**src/rtl/hash_word_loader.sv**
```systemverilog
// hash_word_loader
//   Builds a 128-bit hash value from eight 16-bit switch words. Each debounced
//   press of btn_load commits one word. The page output drives the display
//   selector directly, so the word being entered is shown while it is entered.
//   Page encoding: 0 = normal view, n = 1..8 = word n = hash bits [16n-1:16n-16].
//
// Ports
//   clk           in   1    system clock
//   rst_n         in   1    synchronous active-low reset
//   start         in   1    single-cycle pulse: begin or restart entry
//   btn_load      in   1    raw push-button: commit the registered switch word
//   btn_clear     in   1    raw push-button: abort entry and zero the hash
//   sw_word       in   16   raw switch word
//   hash_word_out out  128  assembled hash value
//   page          out  4    display page, 0..8
//   busy          out  1    high while entry is in progress
//   load_done     out  1    one-cycle pulse when the last word is committed
//
// Parameters
//   DEBOUNCE_CYCLES  stable synchronized samples needed before a debounced
//                    level changes (minimum 2)
//   NUM_WORDS        words per hash, must be 8
//
// Build option
//   HASH_LOADER_READBACK_EN: once entry is complete, further load presses step
//   page 1..8 and wrap 8->1 so each stored word can be reviewed on the
//   display. The hash itself is not touched. Without the macro, load presses
//   in the complete state are ignored and page stays 0.

module hash_word_loader #(
    parameter int DEBOUNCE_CYCLES = 1000000,
    parameter int NUM_WORDS       = 8
) (
    input  logic         clk,
    input  logic         rst_n,
    input  logic         start,
    input  logic         btn_load,
    input  logic         btn_clear,
    input  logic [15:0]  sw_word,
    output logic [127:0] hash_word_out,
    output logic [3:0]   page,
    output logic         busy,
    output logic         load_done
);

    localparam int CW = $clog2(DEBOUNCE_CYCLES + 1);

    typedef enum logic [1:0] {
        IDLE  = 2'd0,
        ENTRY = 2'd1,
        DONE  = 2'd2
    } state_t;

    // ---------------------------------------------------------------
    // Button conditioning. Index 0 = load button, index 1 = clear button.
    // ---------------------------------------------------------------
    logic [1:0]    raw_btn;
    logic [1:0]    sync1_q, sync1_d;
    logic [1:0]    sync2_q, sync2_d;
    logic [1:0]    level_q, level_d;
    logic [1:0]    seen_q, seen_d;    // level delayed by one cycle, for edge detect
    logic [1:0]    rise;
    logic [CW-1:0] cnt_q [2];
    logic [CW-1:0] cnt_d [2];

    assign raw_btn = {btn_clear, btn_load};

    always_comb begin
        sync1_d = raw_btn;
        sync2_d = sync1_q;
        level_d = level_q;
        seen_d  = level_q;
        for (int b = 0; b < 2; b++) begin
            cnt_d[b] = cnt_q[b];
            if (sync2_q[b] == level_q[b]) begin
                // Sample agrees with the debounced level: any run is broken.
                cnt_d[b] = '0;
            end else if (cnt_q[b] == CW'(DEBOUNCE_CYCLES - 1)) begin
                // This is the DEBOUNCE_CYCLES-th consecutive differing sample.
                cnt_d[b]   = '0;
                level_d[b] = ~level_q[b];
            end else begin
                cnt_d[b] = cnt_q[b] + CW'(1);
            end
        end
    end

    // Pulse comes purely from flops, so it is one clean cycle wide. With a
    // raw rise just after edge 0, the level toggles at edge DEBOUNCE_CYCLES+2
    // and the FSM acts on the pulse at edge DEBOUNCE_CYCLES+3.
    assign rise = level_q & ~seen_q;

    // ---------------------------------------------------------------
    // Entry FSM and hash register
    // ---------------------------------------------------------------
    state_t        state_q, state_d;
    logic [3:0]    page_q, page_d;
    logic [127:0]  hash_q, hash_d;
    logic          load_done_q, load_done_d;
    logic [15:0]   sw_q, sw_d;
    logic          load_pulse;
    logic          clear_pulse;

    assign load_pulse  = rise[0];
    assign clear_pulse = rise[1];
    assign sw_d        = sw_word;

    always_comb begin
        state_d     = state_q;
        page_d      = page_q;
        hash_d      = hash_q;
        load_done_d = 1'b0;

        if (clear_pulse) begin
            state_d = IDLE;
            page_d  = 4'd0;
            hash_d  = '0;
        end else if (start) begin
            // Start also restarts an entry in progress and discards a
            // load pulse arriving on the same cycle.
            state_d = ENTRY;
            page_d  = 4'd1;
            hash_d  = '0;
        end else if (load_pulse) begin
            case (state_q)
                ENTRY: begin
                    for (int i = 0; i < NUM_WORDS; i++) begin
                        if (page_q == 4'(i + 1)) begin
                            hash_d[16*i +: 16] = sw_q;
                        end
                    end
                    if (page_q == 4'(NUM_WORDS)) begin
                        page_d      = 4'd0;
                        load_done_d = 1'b1;
                        state_d     = DONE;
                    end else begin
                        page_d = page_q + 4'd1;
                    end
                end
                DONE: begin
`ifdef HASH_LOADER_READBACK_EN
                    // Review mode: 0->1..8 then wrap to 1, never back to 0.
                    if (page_q == 4'(NUM_WORDS)) begin
                        page_d = 4'd1;
                    end else begin
                        page_d = page_q + 4'd1;
                    end
`else
                    page_d = 4'd0;
`endif
                end
                default: begin
                    // IDLE: load presses have no effect.
                end
            endcase
        end
    end

    always_ff @(posedge clk) begin
        if (!rst_n) begin
            sync1_q     <= '0;
            sync2_q     <= '0;
            level_q     <= '0;
            seen_q      <= '0;
            for (int b = 0; b < 2; b++) begin
                cnt_q[b] <= '0;
            end
            sw_q        <= '0;
            state_q     <= IDLE;
            page_q      <= 4'd0;
            hash_q      <= '0;
            load_done_q <= 1'b0;
        end else begin
            sync1_q     <= sync1_d;
            sync2_q     <= sync2_d;
            level_q     <= level_d;
            seen_q      <= seen_d;
            for (int b = 0; b < 2; b++) begin
                cnt_q[b] <= cnt_d[b];
            end
            sw_q        <= sw_d;
            state_q     <= state_d;
            page_q      <= page_d;
            hash_q      <= hash_d;
            load_done_q <= load_done_d;
        end
    end

    assign hash_word_out = hash_q;
    assign page          = page_q;
    assign busy          = (state_q == ENTRY);
    assign load_done     = load_done_q;

endmodule

```
**config.mk**
```make
export PLATFORM = sky130hd
export DESIGN_NAME = hash_word_loader
export DESIGN_NICKNAME = d
export VERILOG_FILES = /design/src/rtl/hash_word_loader.sv
export SDC_FILE = /design/constraint.sdc
export NUM_CORES = 1
export LEC_CHECK = 0
export CORE_ASPECT_RATIO = 0.6
export CORE_UTILIZATION = 46
export DETAILED_ROUTE_END_ITERATION = 8
export HOLD_SLACK_MARGIN = 0.08
export PLACE_DENSITY = 0.87
export SLEW_MARGIN = 20
export SYNTH_ARGS = -nofsm -noshare
export SYNTH_HDL_FRONTEND = slang
export SYNTH_SLANG_ARGS = --single-unit
```
**constraint.sdc**
```tcl
create_clock -name clk -period 2.13 [get_ports clk]
set_input_delay 0.426 -clock clk [delete_from_list [all_inputs] [get_ports clk]]
set_output_delay 0.426 -clock clk [all_outputs]
set_load 0.01 [all_outputs]
```
# ---- After elaboration in Yosys (flattened, before gate mapping)
# Memories as Yosys holds them, arrays and structs flattened.
# Index checks and enable logic that the tools add are counted.
# Widths: inputs -> output; s select.
dict set report totals {
  input_bits 21
  out_inout_bits 134
  memories 1
  regBits 159
  wordCells 86
  ram_bits 40
}
dict set report op_classes {
  muxes 17
  reduce_logical 21
  n_bitwise 11
  add_sub_neg 3
  eq_ne 14
}
# memory depth width read_ports rd_ports_with_merged_regs wr line
set memory_table {}
lappend memory_table {cnt_q 2 20 2 0 2 63} ;# logic [CW-1:0] cnt_q [2];
# operator count
set ops {}
lappend ops {{$mux 20} 6}
lappend ops {{$add 20x1->20 const B} 2}
lappend ops {{$eq 20x20->1 const B} 2}
lappend ops {{$reduce_and 3->1} 9}
lappend ops {{$eq 4x3->1 const B} 4}
lappend ops {{$mux 1} 9}
lappend ops {{$eq 4x2->1 const B} 2}
lappend ops {{$pmux 4 s2} 1}
lappend ops {{$reduce_and 2->1} 4}
lappend ops {{$reduce_bool 2->1} 4}
lappend ops {{$not 1->1} 7}
lappend ops {{$reduce_or 5->1} 1}
lappend ops {{$add 4x1->4 const B} 1}
lappend ops {{$eq 4x1->1 const B} 1}
lappend ops {{$eq 4x4->1 const B} 1}
lappend ops {{$mux 4} 1}
lappend ops {{$reduce_bool 3->1} 1}
lappend ops {{$reduce_or 3->1} 1}
lappend ops {{$and 2x2->2} 1}
lappend ops {{$eq 1x1->1} 2}
lappend ops {{$eq 2x1->1 const B} 1}
lappend ops {{$eq 2x2->1 const B} 1}
lappend ops {{$not 2->2} 1}
lappend ops {{$or 1x1->1} 2}
lappend ops {{$reduce_or 2->1} 1}

# ---- Longest topological paths before layout
# Gate-level depths: netlist of the first run.
dict set report depth {
  depth_word 5
  depth_mapped 9
  ltp_nobuf 6
}

# ---- Least setup slack after synthesis of the first run
# OpenSTA, ideal clock, no wires.
dict set report synth_timing {
  path_kind {reg2reg}
  from {memory cnt_q[0][28] in the netlist's numbering}
  to {memory cnt_q[0][31] in the netlist's numbering}
  n_path_buf 1
  arrival_ns 1.879
  path_slack_ns 0.136
  period_less_slack_ns 1.994
  required_time_ns 2.015
  path_stages_with_launch 6
  cell_sequence {dfxtp_1 -> or4_1 -> or4_4 -> o211ai_4 -> buf_8 -> nor2_1}
}
# item line
set synth_rtl {}
lappend synth_rtl {{from (decl)} 63}

# ---- Final worst setup path of the first run
dict set report layout_timing {
  from {register state_q[1]}
  to {output busy}
}
dict set report layout_between {
  elab_chain_len 1
}
# item line
set layout_rtl {}
lappend layout_rtl {{from (decl)} 96} ;# state_t state_q, state_d;
lappend layout_rtl {{from (signal assigned)} 182} ;# state_q <= state_d;
lappend layout_rtl {{$eq 2x1->1} 191} ;# assign busy = (state_q == ENTRY);
lappend layout_rtl {{to (decl)} 42} ;# output logic busy,
# Every way passes these cells.

==> results of run 1 <==
[sequential cells by signal (all words and copies together), names as in the netlist]
name	cells
hash_word_out	128
cnt_q	40
page	4
sw_q	16
sync1_q	2
sync2_q	2
load_done	1
level_q	2
state_q	2
seen_q	2
[synth_stat cells (all sizes together), types with 2 or more instances]
| master | count |
|---|---|
| ha | 8 |
| a21oi | 143 |
| nand3b | 3 |
| nor2 | 42 |
| nand2 | 270 |
| nor4bb | 2 |
| nor3 | 8 |
| and2 | 21 |
| and4 | 4 |
| nor3b | 2 |
| or3 | 5 |
| a31o | 3 |
| xnor2 | 20 |
| xor2 | 10 |
| or3b | 2 |
| or4 | 6 |
| dfxtp | 199 |
| or2 | 2 |
| and3 | 7 |
| nor4 | 7 |
| inv | 17 |
| buf | 17 |
| o21ai | 8 |
| and3b | 4 |
| o21a | 2 |
| clkbuf | 47 |
| nand4 | 13 |
| nand3 | 15 |
[layer usage]
metal | vias up | share of wire, %
met5 | - | 0
met4 | 0 | 1.1
met3 | 22 | 9.9
met2 | 265 | 42
met1 | 3126 | 47
li1 | 3234 | -
[final cells by class]
| cell class | count | area (sq um) | area share, % |
|---|---|---|---|
| Tap cell | 203 | 254 | 2.59 |
| Sequential cell | 199 | 3980 | 40.6 |
| Clock inverter | 13 | 144 | 1.47 |
| Clock buffer | 18 | 429 | 4.38 |
| Multi-Input combinational cell | 618 | 3110 | 31.7 |
| Timing Repair Buffer | 186 | 1820 | 18.6 |
| Inverter | 17 | 63.8 | 0.651 |
[stage by stage]
| step | hold WS [ns] | cells | area (sq um) | setup slack, ns | power (mW) |
|---|---|---|---|---|---|
| 2_1_floorplan | 0.412 | 898 | 7450 | 0.136 | 3.95 |
| 3_3_place_gp | 0.415 | 1223 | 9230 | 0.191 | 4.04 |
| 3_5_place_dp | 0.433 | 1223 | 9230 | 0.155 | 4.05 |
| 4_1_cts | 0.453 | 1254 | 9800 | 0.0767 | 7.12 |
| 5_1_grt | 0.460 | 1254 | 9800 | 0.00394 | 7.32 |
| 6_report | 0.451 | 1254 | 9800 | 0.0619 | 7.09 |
[cells by family (layout without fill, tap and decap cells)]
| kind of cell | after synthesis | in the layout | synth area share (%) |
|---|---|---|---|
| flops | 199 | 199 | 53.5 |
| fa+ha+maj | 8 | 8 | 1.34 |
| simple gates | 419 | 419 | 25.4 |
| compound gates | 161 | 161 | 11.5 |
| xor+xnor | 30 | 30 | 3.53 |
| buf+inv | 81 | 234 | 4.82 |
[power breakdown]
| part | switching, mW | internal, mW | total (mW) |
|---|---|---|---|
| Clock | 1.48 | 1.65 | 3.13 |
| Sequential | 0.0682 | 3.74 | 3.81 |
| Combinational | 0.0806 | 0.0736 | 0.154 |
[worst paths after layout]
kind              slack, ns           end         start  cells past startpoint
setup reg to reg       0.12  cnt_q[0][37]  cnt_q[0][28]                      5
setup / recovery       0.06          busy    state_q[1]                      3
hold reg to reg        0.45    sync2_q[1]    sync1_q[1]                      1
hold / removal         0.45    sync2_q[1]    sync1_q[1]                      1
[critical path: cells and delay by family, from the launching register on]
family / cells / cell delay, ns
adder cells (fa/ha/maj): 1 / 0.23
buffers and inverters: 2 / 0.66
flip-flops: 1 / 0.33
==> summary.txt, run 1 <==
GRT
  • Met3 Usage GRT: under 10%
  • Gr usage total: between 20% and 30%
  • Largest net degree at the start of global routing: 75
  • Initial antenna violation count: 0
  • First-pass GRT wire length: 31.9 mm
  • Gr ovfl total: 0
  • Number of global-route vias before repair: 6023
  • GR peak layer: met2
  • M2 GR Usage: around 37%
  • Routing usage on met1: between 30% and 40%

Final layout
  • # diodes: 0
  • Layout cells sized above 1: 7.33%
  • Final Util: between 60% and 70%
  • Most frequent cells in the layout: nand2_1 (270), dfxtp_1 (199), clkdlybuf4s50_1 (154), a21oi_1 (143), nor2_1 (39)
  • Most common cell after layout, fill and taps aside: nand2_1
  • Filler instances: 1314
  • # nets final: 1068
  • Layout area overhead: 31.6%

Clock tree
  • Htree depth: 4
  • Cts repair resizes: 0
  • Clk sinks: 199
  • Clock buffer depth: 2
  • Inserted Clock Buffers: 17
  • Worst-Skew Late Latency: 0.43 ns
  • Post-CTS Setup Bufs: 0
  • CTS Root Buffer Type: clkbuf_16
  • Clk slew on worst S/H paths: 0.07 ns
  • CTS Hold Buffers Added: 0
  • CTS tree: built

Setup path
  • CP max-delay cell: clkdlybuf4s50_1
  • CP Cell Sequence: inv_1 -> ha_1 -> clkdlybuf4s50_1
  • Crit path arrival time: 1.64 ns
  • Crit. End Element: output pin
  • Crit start category: flop
  • Crit-path max cell delay: 0.58 ns
  • Worst Path Required: 1.70 ns
  • Kind of critical path: flop to output pin
  • Crit Path Max Fanout: 5

Floorplanning
  • I/O Pins: 155
  • Initial Utilization: 47.8%
  • Die Y: 101 um
  • Area of the die: roughly 17000 sq um
  • Row count: 35
  • Die Width: 166 um
  • Core Area: approximately 16000 sq um

Synth
  • Post-synthesis sequential area ratio: 53.5%
  • Top FF cell, synth: dfxtp_1
  • Synth top area share: between 50% and 60%
  • Post-synth EDFFs: 0
  • Yosys warning count: 0
  • Main area contributors after synthesis: dfxtp_1 (53%), nand2_1 (14%), a21oi_1 (9.6%), clkbuf_1 (2.4%), xnor2_1 (2.4%)
  • Cell taking the most area after synthesis: dfxtp_1
  • Synth cell types: 44
  • Synth async-reset ratio: 0%
  • #FFs+latches synth: 199
  • Synth Cell Area: around 7500 sq um
  • Cells after Synth: 898
  • Syn nets: 927
  • Syn avg cell area: approximately 8.3 sq um

Place
  • Post-DP HPWL: 14.1 mm
  • Buffers on Ports: approximately 150
  • Routability cong.: 0.820

Run status
  • Failing checks: design-rule violations
  • Status: finished with violations

Timing
  • Fin crit period: 2.07 ns
  • Crit share post-route: 97.1%
  • Slew margin rel.: 62.2%
  • RSZ-0062 raised after global routing: no
  • Fin. Hold Viols: 0
  • Achievable frequency: 484 MHz
  • Least-Margin Pin Slew: 0.566 ns
  • Setup TNS: 0 ns
  • Clock skew: 0.0108 ns
  • Slew Limit Fails: 0
  • Final setup viols: 0

Min path
  • Worst Hold Class: flop to flop

Routing
  • Routed via count: 6647
  • DR pass1 iterations: 9
  • WL/cell: 16.1 um
  • Vias per cell: 5.30
  • Post-route ant nets: 0
  • DRT Wirelength: approximately 20 mm
  • Final routed DRC violation total: 13
  • 1st-iter DRT viols: 693

Pwr
  • Maximum vdd drop: approximately 0.55 mV
  • Leakage: 3.15 nW
  • PD cells: approximately 720 nW/um^2

Flow run
  • Max-cap viol count: 0
Note: power is estimated with default switching activity, not from simulation.
==> run 2, diff against run 1 <==
--- a/config.mk
+++ b/config.mk
@@ -5,11 +5,13 @@
 export SDC_FILE = /design/constraint.sdc
 export NUM_CORES = 1
 export LEC_CHECK = 0
+export ABC_AREA = 1
 export CORE_ASPECT_RATIO = 0.6
-export CORE_UTILIZATION = 46
+export CORE_UTILIZATION = 47
 export DETAILED_ROUTE_END_ITERATION = 8
-export HOLD_SLACK_MARGIN = 0.08
+export HOLD_SLACK_MARGIN = 0.15
 export PLACE_DENSITY = 0.87
+export SKIP_CTS_REPAIR_TIMING = 1
 export SLEW_MARGIN = 20
 export SYNTH_ARGS = -nofsm -noshare
 export SYNTH_HDL_FRONTEND = slang
==> run 2 against run 1 <==
The run now ends clean. Global-route usage is 0.48 points higher. Die area is 7.0% higher. Core utilization is 0.41 points lower. Setup slack better by 0.063 ns. Count of clock-buffer cells in the layout stayed put. Clock power hardly changed. Maximum frequency is 3.1% higher. Sequential power hardly changed. Critical path type unchanged.
==> summary.txt, run 2 <==
Timing
  • Crit share post-route: 94.2%
  • Setup WS post-layout: between 0.1 and 0.15 ns
  • Clock skew: 0.0151 ns
  • Final setup viols: 0
  • Achievable frequency: 499 MHz
  • Fin crit period: 2.01 ns
  • Slew Limit Fails: 0
  • Hold slack final: 0.420 ns
  • Slew margin rel.: 57.3%
  • Least-Margin Pin Slew: around 0.64 ns
  • RSZ-0062 raised after global routing: no
  • Setup TNS: 0 ns
  • Fin. Hold Viols: 0

Setup path
  • Crit. End Element: output pin
  • R2R cell count: 11
  • Kind of critical path: flop to output pin
  • Slack of the worst reg-to-reg path: 0.24 ns
  • Cell family with the largest share of critical-path delay: buffers and inverters
  • CP bufs+invs: 2
  • Worst r2r src: cnt_q[0][20]
  • CP max-delay cell: clkdlybuf4s50_1
  • Crit path arrival time: roughly 1.6 ns
  • Crit-path max cell delay: 0.55 ns
  • Worst Path Required: roughly 1.7 ns
  • Crit start category: flop
  • Crit Path Max Fanout: 2
  • RR Endpoint: cnt_q[0][36]
  • CP Cell Sequence: inv_1 -> ha_1 -> clkdlybuf4s50_1

Routing
  • DR pass1 iterations: 5
  • 1st-iter DRT viols: between 600 and 700
  • Vias per cell: 5.12
  • Post-route ant nets: 0
  • Routed via count: 7260
  • WL/cell: roughly 16 um
  • Final routed DRC violation total: 0
  • DRT Wirelength: 22.3 mm

Synth
  • Synth async-reset ratio: 0%
  • Top FF cell, synth: dfxtp_1
  • Yosys warning count: 0
  • Synth top area share: 48.8%
  • Post-synthesis sequential area ratio: 48.8%
  • Synth Cell Area: 8160 sq um
  • Cell taking the most area after synthesis: dfxtp_1
  • Largest family of logic cells by synthesized area: simple AND/OR/NAND/NOR gates
  • Cells after Synth: about 1000
  • Count leader, synth: nand2_1
  • Post-Synth XOR/XNOR Area: 1.40%
  • Post-Synth Adder-Cell Area: under 10%
  • Synth cell types: 29
  • Syn avg cell area: between 7 and 8 sq um
  • Post-synth top cells: nand2_1 (327), dfxtp_1 (199), a21oi_1 (97)
  • Mux contribution to synthesized area: 0%
  • Main area contributors after synthesis: dfxtp_1 (49%), nand2_1 (15%), a21oi_2 (6.6%), a21oi_1 (6.0%), nand2_2 (4.8%)
  • Simple-Gate Fraction of Synth Area: 27.9%
  • #FFs+latches synth: roughly 200
  • Syn nets: 1072
  • Post-synth EDFFs: 0
  • Synth Area in Compound Gates: 12.8%

Final layout
  • Most frequent cells in the layout: nand2_1 (326), dfxtp_1 (199), clkdlybuf4s50_1 (154), a21oi_1 (97), nor2_1 (79)
  • Layout cells sized above 1: 16.1%
  • Most common cell after layout, fill and taps aside: nand2_1
  • Max FFs per register: about 130
  • Final Cell Area: 10400 sq um
  • Layout area overhead: 27.0%
  • Final Non-Filler Cells: 1417
  • Filler instances: 1424
  • Final Util: 62.5%
  • # nets final: 1205
  • # diodes: 0

Clock tree
  • Clock buffer depth: 2
  • Clk sinks: 199
  • CTS tree: built
  • CTS Root Buffer Type: clkbuf_16
  • Clk slew on worst S/H paths: roughly 0.07 ns
  • Worst-Skew Late Latency: ~0.43 ns
  • Htree depth: 4
  • Inserted Clock Buffers: 17

Floorplanning
  • Area of the die: 17900 sq um
  • Core Area: 16600 sq um
  • Initial Utilization: ~49%
  • Die Y: 104 um
  • Die Width: between 150 and 200 um
  • Row count: 36
  • I/O Pins: 155

Min path
  • Hold wc startpoint: sync1_q[0]
  • Hold depth: 2
  • Hold Path End: sync2_q[0]
  • Worst Hold Class: flop to flop

Place
  • Routability cong.: about 0.93
  • Buffers on Ports: 154
  • Post-DP HPWL: 15.6 mm
  • Post-Place Setup Slack: 0.275 ns
  • Cell Area, Placed: 9790 sq um
  • Placed Instances: 1385

GRT
  • Largest net degree at the start of global routing: 71
  • First-pass GRT wire length: 34.6 mm
  • Initial antenna violation count: 0
  • Number of global-route vias before repair: 6622
  • Gr usage total: 24.8%
  • Gr ovfl total: 0

Pwr
  • PD cells: approximately 700 nW/um^2
  • Leakage: 3.45 nW
  • Maximum vdd drop: 0.428 mV
  • Total power: 7.10 mW

Run status
  • Status: finished, final reports clean

Flow run
  • Max-cap viol count: 0
-- run 2: changes by cell type after synthesis, sizes merged, moves of 15 or more --
cell    change
a21oi      +15
and2       -20
buf        +21
clkbuf     -33
inv        +59
nand2     +119
nand3      +21
nor2       +40
-- run 2: area by class of cell --
class	instances	area (sq um)	share of cell area, %
Timing Repair Buffer	166	1660	16.0
Clock buffer	18	429	4.14
Clock inverter	14	138	1.33
Inverter	83	320	3.09
Tap cell	228	285	2.75
Sequential cell	199	3980	38.5
Multi-Input combinational cell	709	3540	34.2
-- run 2: how the worst max path moves through the flow --
stage	from	to	slack, ns	cells past startpoint
finish	state_q[1]	busy	0.12	3
global route	state_q[1]	busy	0.06	3
CTS	state_q[1]	busy	0.11	3
detailed placement	rst_n	page[2]	0.27	6
global placement	rst_n	page[2]	0.25	6
floorplan	state_q[1]	hash_word_out[38]	0.58	8
-- run 2: kinds of logic (layout without fill, tap and decap cells) --
kind of cell | after synthesis | in the layout
simple gates | 525 | 525
compound gates | 163 | 163
buf+inv | 135 | 281
fa+ha+maj | 8 | 8
flops | 199 | 199
xor+xnor | 13 | 13
-- run 2: tightest hold or removal path: stages (launching register included) --
cell	delay [ns]
dfxtp_1	0.31
nand2_1	0.05
inv_1	0.04
-- run 2: power by group --
| part | leakage (nW) | switching (mW) | internal, mW |
|---|---|---|---|
| clock | 0.275 | 1.55 | 1.55 |
| combinational | 1.57 | 0.100 | 0.0641 |
| sequential | 1.61 | 0.0830 | 3.74 |
| total | 3.45 | 1.74 | 5.36 |
-- run 2: routing by layer --
layer  share of wire (%)  global-route usage, %
met1                  47                   35.9
met2                  43                   37.8
met3                 8.3                   4.95
met5                   0                      0
met4                 1.4                   5.37
